==> src/rtl/nvm_reader.sv <==
// nvm_reader: 32x8 read-only memory streamed out as UART-style serial frames while Read is high
// Ports: CLK clock; RST sync active-high reset; Read stream enable (level);
//        Addr word address, sampled only in LOAD/STOP; DATA serial out, idles at 1.
// Build option: define NVM_READER_PARITY_EN to insert an even-parity bit after the last data bit.
module nvm_reader #(
   parameter int ADDR_W = 5,
   parameter int DATA_W = 8
) (
   input  logic              CLK,
   input  logic              RST,
   input  logic              Read,
   input  logic [ADDR_W-1:0] Addr,
   output logic              DATA
);
   localparam int IW = $clog2(DATA_W);
   localparam logic [IW-1:0] LAST = IW'(DATA_W - 1);
   typedef enum logic [2:0] {IDLE, LOAD, START, BIT, PARITY, STOP} state_t;
`ifdef NVM_READER_PARITY_EN
   localparam state_t AFTER_BITS = PARITY;
`else
   localparam state_t AFTER_BITS = STOP;
`endif
   state_t state, state_n;
   logic [IW-1:0] idx;
   logic [DATA_W-1:0] shift;
   logic [DATA_W-1:0] mem [2**ADDR_W];
   always_comb
      for (int i = 0; i < 2**ADDR_W; i++) mem[i] = DATA_W'(2 * i);
   // STOP loops straight back to START so back-to-back frames have no idle gap
   always_comb begin
      state_n = !Read           ? IDLE :
                state == IDLE   ? LOAD :
                state == LOAD   ? START :
                state == START  ? BIT :
                state == BIT    ? (idx == LAST ? AFTER_BITS : BIT) :
                state == PARITY ? STOP : START;
   end
   // Gating on RST/Read is combinational so the line returns to mark before any edge
   always_comb begin
      DATA = (RST || !Read)    ? 1'b1 :
             state == START    ? 1'b0 :
             state == BIT      ? shift[idx] :
             state == PARITY   ? ^shift : 1'b1;
   end
   always_ff @(posedge CLK) begin
      if (RST) begin
         state <= IDLE;
         idx   <= '0;
         shift <= '0;
      end else begin
         state <= state_n;
         idx   <= state == BIT ? idx + 1'b1 : '0;
         if (Read && (state == LOAD || state == STOP)) shift <= mem[Addr];
      end
   end
endmodule

==> config.mk <==
export PLATFORM = sky130hd
export DESIGN_NAME = nvm_reader
export DESIGN_NICKNAME = d
export VERILOG_FILES = /design/src/rtl/nvm_reader.sv
export SDC_FILE = /design/constraint.sdc
export NUM_CORES = 1
export LEC_CHECK = 0
export ABC_AREA = 1
export BUFFER_PORTS_ARGS = -buffer_cell sky130_fd_sc_hd__buf_2
export CORE_MARGIN = 2
export CORE_UTILIZATION = 35
export CTS_CLUSTER_SIZE = 14
export DETAILED_ROUTE_END_ITERATION = 16
export HOLD_SLACK_MARGIN = 0.15
export SKIP_LAST_GASP = 1
export SLEW_MARGIN = 20
export SYNTH_ARGS = -nofsm -noshare
export SYNTH_HDL_FRONTEND = slang
export SYNTH_SLANG_ARGS = --single-unit
==> constraint.sdc <==
create_clock -name CLK -period 1.5 [get_ports CLK]
set_input_delay 0.3 -clock CLK [delete_from_list [all_inputs] [get_ports CLK]]
set_output_delay 0.3 -clock CLK [all_outputs]
set_load 0.02 [all_outputs]
==> results.md <==
- Number of placed instances, taps included: around 110
- DR vias: 515
- Post-route ant nets: 0
- Nets: roughly 110
- Lkg Pwr: 0.345 nW
- Routed Wire Length: 1090 um
- Core Util, Final: 46.2%
- Synthesis-stage register bit count: 11
- Setup_tns: -32.5 ps
- Crit path capture type: primary output
- Critical path arrival: 1230 ps
- Final setup fails: 1
- GP Congestion: around 0.76
- Clk_lat worst skew: between 200 and 300 ps
- CTS tree: done
- Clock Pin Slew Worst Setup and Hold Paths: roughly 70 ps
- VDD IR max: roughly 0.38 mV
- Global Route Usage Sum: 13.6%
- Vias in the first global route: between 400 and 500
- RSZ-0062 raised after global routing: yes
- P per Cell Area: slightly above 800 nW/um^2
- Initial DRC Count: 4
- Fillcell total: 154
- Largest net degree at the start of global routing: 11
- Max Freq: about 650 MHz
- Final clock skew: slightly above 3 ps
- Clock sink total: 11
- Die width: between 40 and 50 um
- Least-Margin Pin Slew: 194 ps
- CP required: around 1200 ps
- Worst hold path class: primary input to flop
- Minimum clock period: approximately 1500 ps
- Root buf cell: clkbuf_4
- Synth warnings: 0
- Worst Path Max Fanout: 7
- Sequential-to-total area share from yosys stat: between 30% and 40%
- Failing checks: negative setup slack
- Layout Area Growth over Synthesis: 24.7%
- I/O Buffers: 8
- CP peak stage delay: around 370 ps
- Clock Path Buffers: 2
- Die area: roughly 1900 sq um
- H-tree depth: 1
- DRC Markers: 0
- DR vias/cell: roughly 4.4
- Remaining Overflow, GRT: 0
- Count of cell types in the netlist: 12
- Final HPWL DP: between 800 and 900 um
- Total of max-cap violations: 0
- Share of layout cells above drive strength 1: roughly 30%
- Most common cell after layout, fill and taps aside: nand2_1
- Max stage delay cell, worst path: dfxtp_4
- Mapped cell area: around 560 sq um
- Count of final max-slew check failures: 0
- Non-Filler Instances: about 120
- Initial core utilization: 37.0%
- Cells after synthesis: 86
- Final WS setup: -32.5 ps
- Die height: roughly 44 um
- Core box area: 1510 sq um
- Most frequent cells in the layout: 22 x nand2_1, 15 x inv_1, 11 x nor2_1
- Critical path, cell by cell: nand2_1 > nand2_1 > nor2_1 > nor2_1 > nor2_1 > nor2_1 > nand2_1 > nand2_1 > buf_6
- Site Rows: 14
- Post-Syn Nets: 96
- Global-route wire length before repair: ~1800 um
- Initial antenna violation count: 0
- Setup CP Type: flop to primary output
- Top Ports: 9
- Startpoint Class: flop
- Antenna diodes: 0
- Total CTS buffers: 3
- Final hold violations: 0
- CTS Hold Bufs: 0
- Syn Area/Cell: 6.49 sq um
- Avg WL per Cell: around 9.4 um
- Post-route clock period utilization: 102%
- DRT Pass-1 Iters: 4
- Status: complete, but fails checks
- Normalized max-slew margin: 87.0%
- Overall power: 0.570 mW
[Yosys cell counts]
master     n  area [sq um]
dfxtp_1   11           220
nor2_1    12          45.0
o21ai_0    5          25.0
and3_1     1          6.26
nand2_1   22          82.6
a211oi_1   1          7.51
ha_1       2          25.0
a21oi_1    6          30.0
inv_1     18          67.6
nand3_1    6          30.0
nand3_2    1          10.0
xnor2_1    1          8.76
[critical path, delay by kind of cell (launching register included)]
family,cells,cell delay (ps)
DFF,1,370
and+or+nand+nor,8,470
buffers and inverters,1,130
[cell families after synthesis]
| logic type | share of synthesized area (%) |
|---|---|
| compound gates | 11.2 |
| xor+xnor | 1.57 |
| fa+ha+maj | 4.48 |
| buf+inv | 12.1 |
| flops | 39.5 |
| simple gates | 31.2 |
[cell type report]
type / count / area [sq um] / area share [%]
repair buffers: 10 / 61.3 / 8.81
inverters: 18 / 67.6 / 9.71
flip-flops and latches: 11 / 235 / 33.8
well taps: 16 / 20.0 / 2.88
clock buffers: 4 / 26.3 / 3.78
multi-input cells: 57 / 285 / 41.0
[per-stage QoR]
stage	setup WS [ps]	hold slack [ps]	cell area, sq um
3_3_place_gp	168	476	626
2_1_floorplan	260	456	558
4_1_cts	-51.4	311	686
5_1_grt	-139	334	696
6_report	-32.5	318	696
3_5_place_dp	148	484	626
[report_power, final]
part / switching (mW) / internal, mW
Combinational: 0.0326 / 0.0280
Sequential: 0.0110 / 0.302
Clock: 0.0934 / 0.103
Total: 0.137 / 0.433
[sequential cells by signal, indices dropped and copies added (netlist names)]
register	cells
idx	3
shift	5
state	3
[repair_timing]
action / CTS / global route
endpoints found under the setup margin: 1 / 1
resized for setup: 16 / 3
pin swaps: 2 / 1
setup buffers: 1 / 0
[routing by layer]
| layer | vias up | global-route usage (%) | wire [um] |
|---|---|---|---|
| li1 | 296 | - | - |
| met4 | 0 | 10.9 | 18 |
| met2 | 5 | 21.8 | 511 |
| met3 | 2 | 5.00 | 29 |
| met1 | 212 | 14.1 | 528 |
| met5 | - | 0 | 0 |
[final timing paths]
path                               from        to  slack (ps)  cells past startpoint
worst max register to register   idx[0]  state[1]         370                      5
worst min-delay path            Addr[2]  shift[3]         320                      3
worst min register to register   idx[0]    idx[0]         470                      1
worst max-delay path             idx[0]      DATA         -30                      9
Power figures use the tool's default switching activity.
